[src/rtl/lreport_gen_pkg.sv]
// ============================================================================
// Module      : lreport_gen_pkg
// Description : Shared constants and types for the beacon report generator.
// Revision    : 1.0 - initial release
// ============================================================================
`default_nettype none

package lreport_gen_pkg;

    localparam logic [1:0]  HDR_HEAD        = 2'b01;
    localparam logic [1:0]  HDR_BODY        = 2'b11;
    localparam logic [1:0]  HDR_TAIL        = 2'b10;

    localparam logic [3:0]  MSG_TYPE_UPDATE = 4'hf;
    localparam logic [3:0]  MSG_TYPE_REPORT = 4'he;

    localparam logic [15:0] ETHTYPE_DEFAULT = 16'h1662;
    localparam logic [15:0] FRAME_LEN       = 16'd64;

    // Executable-field layout, shared with the update receiver
    localparam int EXE_MAC_MSB = 127;
    localparam int EXE_MAC_LSB = 80;
    localparam int EXE_DIR_BIT = 79;
    localparam int EXE_TB_MSB  = 63;
    localparam int EXE_TB_LSB  = 32;
    localparam int EXE_TS_MSB  = 31;
    localparam int EXE_TS_LSB  = 0;

    localparam logic [2:0]  LAST_BEAT = 3'd5;

    localparam logic [0:0]  IDLE_S = 1'b0;
    localparam logic [0:0]  SEND_S = 1'b1;

    typedef struct packed {
        logic [47:0] local_mac;
        logic [31:0] time_slot_period;
        logic        direction;
        logic [31:0] token_bucket_para;
        logic [47:0] direct_mac_addr;
        logic [15:0] update_cnt;
    } snap_t;

endpackage

`default_nettype wire

[src/rtl/lreport_trig.sv]
// ============================================================================
// Module      : lreport_trig
// Description : Update-toggle detect, period timer, pending merge, update count.
// Revision    : 1.0 - initial release
// ============================================================================
`default_nettype none

module lreport_trig #(
    parameter logic [31:0] REPORT_PERIOD = 32'd125000
) (
    input  logic        clk,
    input  logic        rst_n,
    input  logic        beacon_update_master,
    input  logic        accept,
    output logic        pending,
    output logic [15:0] update_cnt
);

    logic        r_toggle;
    logic        r_pending;
    logic [15:0] r_update_cnt;
    logic        w_edge;
    logic        w_expire;
    logic        w_trig;

    assign w_edge = beacon_update_master != r_toggle;
    assign w_trig = w_edge | w_expire;

    generate
        if (REPORT_PERIOD != 32'd0) begin : g_timer
            logic [31:0] r_timer;

            assign w_expire = (r_timer == REPORT_PERIOD - 32'd1);

            always_ff @(posedge clk) begin
                if (!rst_n) begin
                    r_timer <= 32'd0;
                end else if (w_expire) begin
                    r_timer <= 32'd0;
                end else begin
                    r_timer <= r_timer + 32'd1;
                end
            end
        end else begin : g_no_timer
            assign w_expire = 1'b0;
        end
    endgenerate

    // A trigger in the accept cycle wins so it is not lost behind the snapshot
    always_ff @(posedge clk) begin
        if (!rst_n) begin
            r_toggle     <= beacon_update_master;
            r_pending    <= 1'b0;
            r_update_cnt <= 16'd0;
        end else begin
            r_toggle <= beacon_update_master;
            if (w_trig) begin
                r_pending <= 1'b1;
            end else if (accept) begin
                r_pending <= 1'b0;
            end
            if (w_edge) begin
                r_update_cnt <= r_update_cnt + 16'd1;
            end
        end
    end

    assign pending    = r_pending;
    assign update_cnt = r_update_cnt;

endmodule

`default_nettype wire

[src/rtl/lreport_gen.sv]
// ============================================================================
// Module      : lreport_gen
// Description : Encodes local config into 6-beat beacon report packets.
// Revision    : 1.0 - initial release
// ============================================================================
`default_nettype none

module lreport_gen
    import lreport_gen_pkg::*;
#(
    parameter logic [7:0]  LMID          = 8'd12,
    parameter logic [7:0]  DMID          = 8'd0,
    parameter logic [47:0] CTRL_MAC      = 48'hffffffffffff,
    parameter logic [15:0] ETHTYPE       = ETHTYPE_DEFAULT,
    parameter logic [31:0] REPORT_PERIOD = 32'd125000
) (
    input  logic         clk,
    input  logic         rst_n,
    input  logic [47:0]  in_local_mac_id,
    input  logic         beacon_update_master,
    input  logic [31:0]  time_slot_period,
    input  logic         direction,
    input  logic [31:0]  token_bucket_para,
    input  logic [47:0]  direct_mac_addr,
    input  logic         in_lr_data_alf,
    output logic [133:0] out_lr_data,
    output logic         out_lr_data_wr,
    output logic         out_lr_data_valid,
    output logic         out_lr_data_valid_wr,
    output logic [15:0]  report_cnt
);

    logic [0:0]   r_state;
    logic [0:0]   w_state_nxt;
    logic [2:0]   r_beat_cnt;
    snap_t        r_snap;
    logic [15:0]  r_seq;
    logic [15:0]  r_report_cnt;
    logic         w_pending;
    logic [15:0]  w_update_cnt;
    logic         w_accept;
    logic [127:0] w_payload;
    logic [1:0]   w_hdr;

    assign w_accept = (r_state == IDLE_S) && w_pending && !in_lr_data_alf;

    lreport_trig #(
        .REPORT_PERIOD (REPORT_PERIOD)
    ) u_trig (
        .clk                  (clk),
        .rst_n                (rst_n),
        .beacon_update_master (beacon_update_master),
        .accept               (w_accept),
        .pending              (w_pending),
        .update_cnt           (w_update_cnt)
    );

    always_ff @(posedge clk) begin
        if (!rst_n) begin
            r_state <= IDLE_S;
        end else begin
            r_state <= w_state_nxt;
        end
    end

    always_comb begin
        w_state_nxt = r_state;
        case (r_state)
            IDLE_S:  if (w_accept) w_state_nxt = SEND_S;
            SEND_S:  if (r_beat_cnt == LAST_BEAT) w_state_nxt = IDLE_S;
            default: w_state_nxt = IDLE_S;
        endcase
    end

    always_ff @(posedge clk) begin
        if (!rst_n) begin
            r_beat_cnt   <= 3'd0;
            r_snap       <= '0;
            r_seq        <= 16'd0;
            r_report_cnt <= 16'd0;
        end else if (w_accept) begin
            r_beat_cnt                <= 3'd0;
            r_snap.local_mac          <= in_local_mac_id;
            r_snap.time_slot_period   <= time_slot_period;
            r_snap.direction          <= direction;
            r_snap.token_bucket_para  <= token_bucket_para;
            r_snap.direct_mac_addr    <= direct_mac_addr;
            r_snap.update_cnt         <= w_update_cnt;
        end else if (r_state == SEND_S) begin
            if (r_beat_cnt == LAST_BEAT) begin
                r_seq        <= r_seq + 16'd1;
                r_report_cnt <= r_seq + 16'd1;
            end else begin
                r_beat_cnt <= r_beat_cnt + 3'd1;
            end
        end
    end

    always_comb begin
        w_payload            = '0;
        w_hdr                = HDR_BODY;
        out_lr_data_wr       = 1'b0;
        out_lr_data_valid    = 1'b0;
        out_lr_data_valid_wr = 1'b0;
        if (r_state == SEND_S) begin
            out_lr_data_wr = 1'b1;
            case (r_beat_cnt)
                3'd0: begin
                    w_hdr              = HDR_HEAD;
                    w_payload[127:112] = FRAME_LEN;
                    w_payload[111:104] = LMID;
                    w_payload[103:96]  = DMID;
                end
                3'd2: begin
                    w_payload[127:80] = CTRL_MAC;
                    w_payload[79:32]  = r_snap.local_mac;
                    w_payload[31:16]  = ETHTYPE;
                    w_payload[11:8]   = MSG_TYPE_REPORT;
                end
                3'd3: begin
                    w_payload[EXE_MAC_MSB:EXE_MAC_LSB] = r_snap.direct_mac_addr;
                    w_payload[EXE_DIR_BIT]             = r_snap.direction;
                    w_payload[EXE_TB_MSB:EXE_TB_LSB]   = r_snap.token_bucket_para;
                    w_payload[EXE_TS_MSB:EXE_TS_LSB]   = r_snap.time_slot_period;
                end
                3'd4: begin
                    w_payload[127:112] = r_seq;
                    w_payload[111:96]  = r_snap.update_cnt;
                end
                3'd5: begin
                    w_hdr                = HDR_TAIL;
                    out_lr_data_valid    = 1'b1;
                    out_lr_data_valid_wr = 1'b1;
                end
                default: w_payload = '0;
            endcase
        end
        out_lr_data = out_lr_data_wr ? {w_hdr, 4'h0, w_payload} : 134'd0;
    end

    assign report_cnt = r_report_cnt;

endmodule

`default_nettype wire

[config.mk]
export PLATFORM = sky130hd
export DESIGN_NAME = lreport_gen
export DESIGN_NICKNAME = d
export VERILOG_FILES = /design/src/rtl/lreport_gen_pkg.sv /design/src/rtl/lreport_trig.sv /design/src/rtl/lreport_gen.sv
export SDC_FILE = /design/constraint.sdc
export NUM_CORES = 1
export LEC_CHECK = 0
export BUFFER_PORTS_ARGS = -buffer_cell sky130_fd_sc_hd__buf_2
export CORE_MARGIN = 2
export CORE_UTILIZATION = 52
export DETAILED_ROUTE_END_ITERATION = 8
export GPL_TIMING_DRIVEN = 1
export PLACE_DENSITY = 0.86
export SLEW_MARGIN = 20
export SYNTH_ARGS = -nofsm -noshare
export SYNTH_HDL_FRONTEND = slang
export SYNTH_SLANG_ARGS = --single-unit
[constraint.sdc]
create_clock -name clk -period 2.6 [get_ports clk]
set_clock_uncertainty 0.05 [all_clocks]
set_input_delay 0.26 -clock clk [delete_from_list [all_inputs] [get_ports clk]]
set_output_delay 0.26 -clock clk [all_outputs]
set_load 0.02 [all_outputs]
==> results of run 1 <==
## through the flow
step	worst slack [ns]	total power, mW	hold slack, ns	util
2_1_floorplan	0.445	4.46	0.238	-
3_3_place_gp	0.429	4.72	0.365	0.619
3_5_place_dp	0.273	4.74	0.365	0.619
4_1_cts	0.0274	8.38	0.0133	0.740
5_1_grt	-0.218	8.68	0.0177	0.750
6_report	0.0221	8.43	0.0219	0.750
## layout make-up
| type | instances | area (µm²) |
|---|---|---|
| timing repair buffer | 514 | 3670 |
| clock buffer | 36 | 739 |
| clock inverter | 9 | 57.6 |
| multi-input combinational | 1046 | 5500 |
| inverter | 13 | 53.8 |
| antenna | 2 | 5.00 |
| fill | 1305 | 5110 |
| tap | 270 | 338 |
| sequential | 247 | 4950 |
## report_power, final
part | internal (mW) | total (mW) | switching (mW) | leakage [nW]
clock | 1.99 | 3.51 | 1.52 | 0.390
combinational | 0.419 | 0.905 | 0.486 | 3.78
sequential | 3.92 | 4.02 | 0.102 | 2.01
## path summary, 6_finish.rpt
check                            start  slack (ns)  cells after the start                   endpoint
max                      r_beat_cnt[0]        0.02                      7           out_lr_data[100]
min                              rst_n        0.02                      2             u_trig.pending
max reg2reg              r_beat_cnt[1]        0.42                      6             report_cnt[15]
min reg2reg  u_trig.g_timer.r_timer[0]        0.40                      1  u_trig.g_timer.r_timer[0]
## cells by family after synthesis
logic type,synth area share
compound gates,0.180
xor+xnor,0.0249
fa+ha+maj,0.00918
buf+inv,0.0495
flops,0.453
mux,0.00184
other cells,0.000344
simple gates,0.281
## registers in the layout, indices dropped and copies added, names as in the netlist
name / cells
r_beat_cnt: 3
report_cnt: 16
r_snap: 177
u_trig.update_cnt: 16
u_trig.g_timer.r_timer: 32
r_state: 1
u_trig.r_toggle: 1
u_trig.pending: 1
## what timing repair did
action	4_1_cts	5_1_grt
gates cloned	0	2
pin swaps	0	0
hold buffers	162	0
endpoints found under the hold margin	162	0
setup buffers	2	9
gates resized for setup	5	11
setup endpoints to repair	103	56
## Yosys cell counts (5+ instances only)
| cell | instances |
|---|---|
| buf_2 | 8 |
| or4_1 | 13 |
| inv_1 | 12 |
| nor4_1 | 11 |
| and3_1 | 46 |
| a21oi_1 | 236 |
| a22oi_1 | 36 |
| nor2_1 | 71 |
| buf_4 | 5 |
| and4_1 | 7 |
| and2_1 | 5 |
| xor2_1 | 16 |
| or3_1 | 17 |
| a221oi_1 | 29 |
| dfxtp_1 | 247 |
| o31ai_1 | 12 |
| nand4_1 | 23 |
| buf_1 | 5 |
| nand3_1 | 16 |
| nor2b_1 | 59 |
| xnor2_1 | 15 |
| ha_1 | 8 |
| clkbuf_1 | 105 |
| o21ai_0 | 16 |
| nand2_1 | 380 |
## metal layers
layer | track usage | part of all wire | wire [µm] | up-vias
li1 | - | - | - | 5715
met1 | 0.369 | 0.37 | 14500 | 5815
met2 | 0.553 | 0.48 | 19100 | 799
met3 | 0.0826 | 0.088 | 3450 | 233
met4 | 0.184 | 0.059 | 2320 | 0
met5 | 0 | 0 | 0 | -
## worst register-to-register path, delay by kind of cell, from the launching register on
kind / cells / cell delay (ns)
AOI/OAI and AO/OA: 1 / 0.18
DFF: 1 / 0.34
buffers and inverters: 1 / 0.10
and+or+nand+nor: 3 / 1.19
adders and majority gates: 1 / 0.25
==> flow_summary.ini, run 1 <==
[synth]
async_flop_share = 0
ys_types = 44
ys_warn_count = 0
ys_seq_area_frac = 0.453
syn_area_mm2 = 0.0109
synth_edf_count = 0
synth_top_area_cell = dfxtp_1
ys_seq_elements = 247
synth_ff_type = dfxtp_1
synth_top_area_share = 0.453
synthTopCellsByArea = dfxtp_1, nand2_1, a21oi_1
syn_area_per_cell_um2 = 7.65
synthCells = 1426

[critical_path]
cpMaxStageDelayCell = dfxtp_2
crit_buf_inv = 3
cp-end-kind = output pin
critPathTopFamily = buffers and inverters
path_cells = inv_1, ha_1, and2_4, buf_4, a221oi_2, nor2_1, buf_2
critPathLaunchType = register
critPathArrivalTime_ns = 2.27
crit_type = reg2out
crit_required_ns = 2.29
cpPeakStageDelay_ns = 0.36
cp_max_fo = 13

[floorplanning]
core_area_mm2 = 0.0204
io_pins = 318
fp.dieW_um = 149
dieArea_mm2 = 0.0221
initial_utilization = 0.534
rows = 52
die_h_um = 149

[clocking]
numCtsBuffers = 27
cts_root_buf = clkbuf_16
clock_sinks = 247
worstSkewPairLatency_ns = 0.53
htree_levels = 1
cts_tree = yes
clock_path_buffers = 3
clkTransAtPathRegs_ns = 0.05

[detailed_routing]
drt_iter0_drc = 1382
wirelength_mm = 39.3
drt.antenna.violating_nets = 0
wl_per_cell_um = 18.4
vias = 12600
drc = 0
detail_route.vias_per_cell = 5.88
dr.pass1.iters = 5

[sta]
finalSetupViolations = 0
slew_headroom = 0.584
finalCriticalPeriod_ns = 2.58
fin_crit_sh = 0.991
fmax_mhz = 388
tightest_slew_ns = 0.625
setup_tns_ns = 0
finalHoldViolations = 0
report.final.slew_viol_count = 0

[power]
max-vdd-ir-drop_uv = 472
p_leak_nw = 6.18
power_density_mw_per_mm2 = 551

[placement]
place.port_buffers = 313
gp_congestion = 0.898
hpwl_mm = 20.9
postPlaceCellArea_mm2 = 0.0126
dp_cells = 1915

[global_route]
antenna_found_initial = 1
grt_use_total = 0.324
grt_pass1_wl_mm = 59.0
grt_pass1_vias = 12100
overflow = 0
grt_max_degree = 107

[cells_and_area]
fin_area_mm2 = 0.0153
nets = 2022
area_growth_pct = 40.4
final_cell_mix = nand2_1, buf_2, dfxtp_1, a21oi_1, dlygate4sd3_1
finalNonFillerCells = 2137
drive_gt1_frac = 0.221
final_common_cell = nand2_1

[worst_hold_path]
hp-class = in2reg

[job]
drv_cap = 0

[outcome]
outcome = complete, no violations
No activity file was read; power rests on OpenSTA's default activity.
==> run 2: changes to the inputs <==
Settings changed: BUFFER_PORTS_ARGS -buffer_cell sky130_fd_sc_hd__buf_2 to -buffer_cell sky130_fd_sc_hd__buf_4, CORE_UTILIZATION 52 to 40, PLACE_DENSITY 0.86 to 0.7.
Clock period 2.6 ns to 3.3 ns, I/O delays scaled along.
==> flow_summary.ini, run 2 (synthesis results as in run 1) <==
[cells_and_area]
fin_area_mm2 = 0.0159
multiInputGateArea_mm2 = 0.00546
largest_register_ff_count = 177
nets = 1988
final_cell_mix = nand2_1, buf_4, dfxtp_1, a21oi_1, dlygate4sd3_1
final_common_cell = nand2_1
n_fill_cell = 2381
drive_gt1_frac = 0.209
regArea_mm2 = 0.00495
area_growth_pct = 45.7
top_register = r_snap
reg_top3 = r_snap x177, u_trig.g_timer.r_timer x32

[detailed_routing]
top_layer = met4
wirelength_mm = 35.2
drc = 0
wl_per_cell_um = 16.2
dr_wl_met3_mm = 2.09
dr.pass1.iters = 5
drt-met1-wl_mm = 14.9
vias = 11700
met2_length_mm = 16.7
drt_iter0_drc = 914
detail_route.vias_per_cell = 5.35
drt.antenna.violating_nets = 0

[placement]
hpwl_mm = 21.4
postPlaceCellArea_mm2 = 0.0134
gp_congestion = 0.841
place.port_buffers = 313

[sta]
rsz0062_at_grt = no
slew_headroom = 0.342
setup_tns_ns = 0
finalCriticalPeriod_ns = 3.05
fmax_mhz = 328
report.final.slew_viol_count = 0
finalHoldViolations = 0
tightest_slew_ns = 0.986
fin_crit_sh = 0.925
finalSetupViolations = 0

[critical_path]
path_cells = ha_1, ha_4, buf_12, a21oi_1, nor2b_1, buf_4
cpMaxStageDelayCell = ha_4
critPathArrivalTime_ns = 2.67
crit_type = reg2out
cp-end-kind = output pin
cpPeakStageDelay_ns = 0.56
critPathLaunchType = register
cp_max_fo = 59
crit_required_ns = 2.92

[floorplanning]
initial_utilization = 0.406
rows = 60
fp.dieW_um = 169
core_area_mm2 = 0.0269
io_pins = 318
dieArea_mm2 = 0.0286
die_h_um = 169

[power]
power_density_mw_per_mm2 = 441
p_leak_nw = 6.15
power_mw = 7.01
max-vdd-ir-drop_uv = 365

[global_route]
grt_max_degree = 108
grt_pass1_vias = 11100
antenna_found_initial = 1
grt_use_total = 0.233
overflow = 0
grt_pass1_wl_mm = 55.3

[clocking]
numCtsBuffers = 27
clkTransAtPathRegs_ns = 0.06
postCtsSetupBuffers = 0
cts_root_buf = clkbuf_16
cts_tree = yes
clock_path_buffers = 3
htree_levels = 1
worstSkewPairLatency_ns = 0.55
clock_sinks = 247

[worst_hold_path]
hp-class = in2reg

[job]
drv_cap = 0

[outcome]
outcome = complete, no violations
==> run 2: cell count changes in the layout (fill, tap and decap cells not counted), moves of 2 or more <==
cell | previous run | this run
buf_2 | 313 | 0
buf_4 | 24 | 320
dlygate4sd3_1 | 162 | 154
a221oi_1 | 24 | 29
a221oi_2 | 5 | 0
buf_12 | 10 | 6
bufinv_16 | 0 | 3
clkbuf_8 | 3 | 6
dfxtp_1 | 243 | 246
buf_6 | 2 | 0
clkbuf_16 | 29 | 27
dfxtp_2 | 3 | 1
==> run 2: area by class of cell <==
type	count	area share
antenna	1	0.000158
clock buffer	39	0.0491
clock inverter	11	0.00945
inverter	13	0.00339
multi-input combinational	1046	0.344
sequential	247	0.311
tap	341	0.0269
timing repair buffer	480	0.256
==> run 2: metal layers <==
metal | vias to the layer above | global-route usage
met3 | 103 | 0.0390
met4 | 0 | 0.0936
met5 | - | 0
met2 | 440 | 0.395
li1 | 5654 | -
met1 | 5456 | 0.295
==> run 2: critical path: cells and delay by family (launching register included) <==
family	cells	cell delay (ns)
simple gates	1	0.23
buf+inv	2	0.53
flops	1	0.41
compound gates	1	0.11
fa+ha+maj	2	0.79
==> run 2: path summary, 6_finish.rpt <==
check | from | end | slack [ns] | cells after the start
max | r_beat_cnt[0] | out_lr_data[21] | 0.25 | 6
min | rst_n | u_trig.pending | 0.02 | 2
max reg2reg | u_trig.g_timer.r_timer[4] | u_trig.g_timer.r_timer[19] | 1.06 | 4
min reg2reg | u_trig.g_timer.r_timer[0] | u_trig.g_timer.r_timer[0] | 0.39 | 1
==> run 2: what timing repair did <==
action	4_1_cts	5_1_grt
hold endpoints to repair	154	0
gates resized for setup	0	0
hold buffers	154	0
==> run 2: report_power, final <==
part / internal [mW] / switching, mW
Clock: 1.88 / 1.23
Combinational: 0.368 / 0.370
Sequential: 3.09 / 0.0621
==> run 2: per-stage QoR <==
step	std cells	setup slack (ns)	utilization	hold slack (ns)
floorplan	1429	1.07	-	0.308
global placement	1973	0.907	0.499	0.375
detailed placement	1973	0.820	0.499	0.386
CTS	2177	0.231	0.591	0.00155
global route	2177	0.0804	0.591	0.00591
finish	2178	0.247	0.591	0.0154
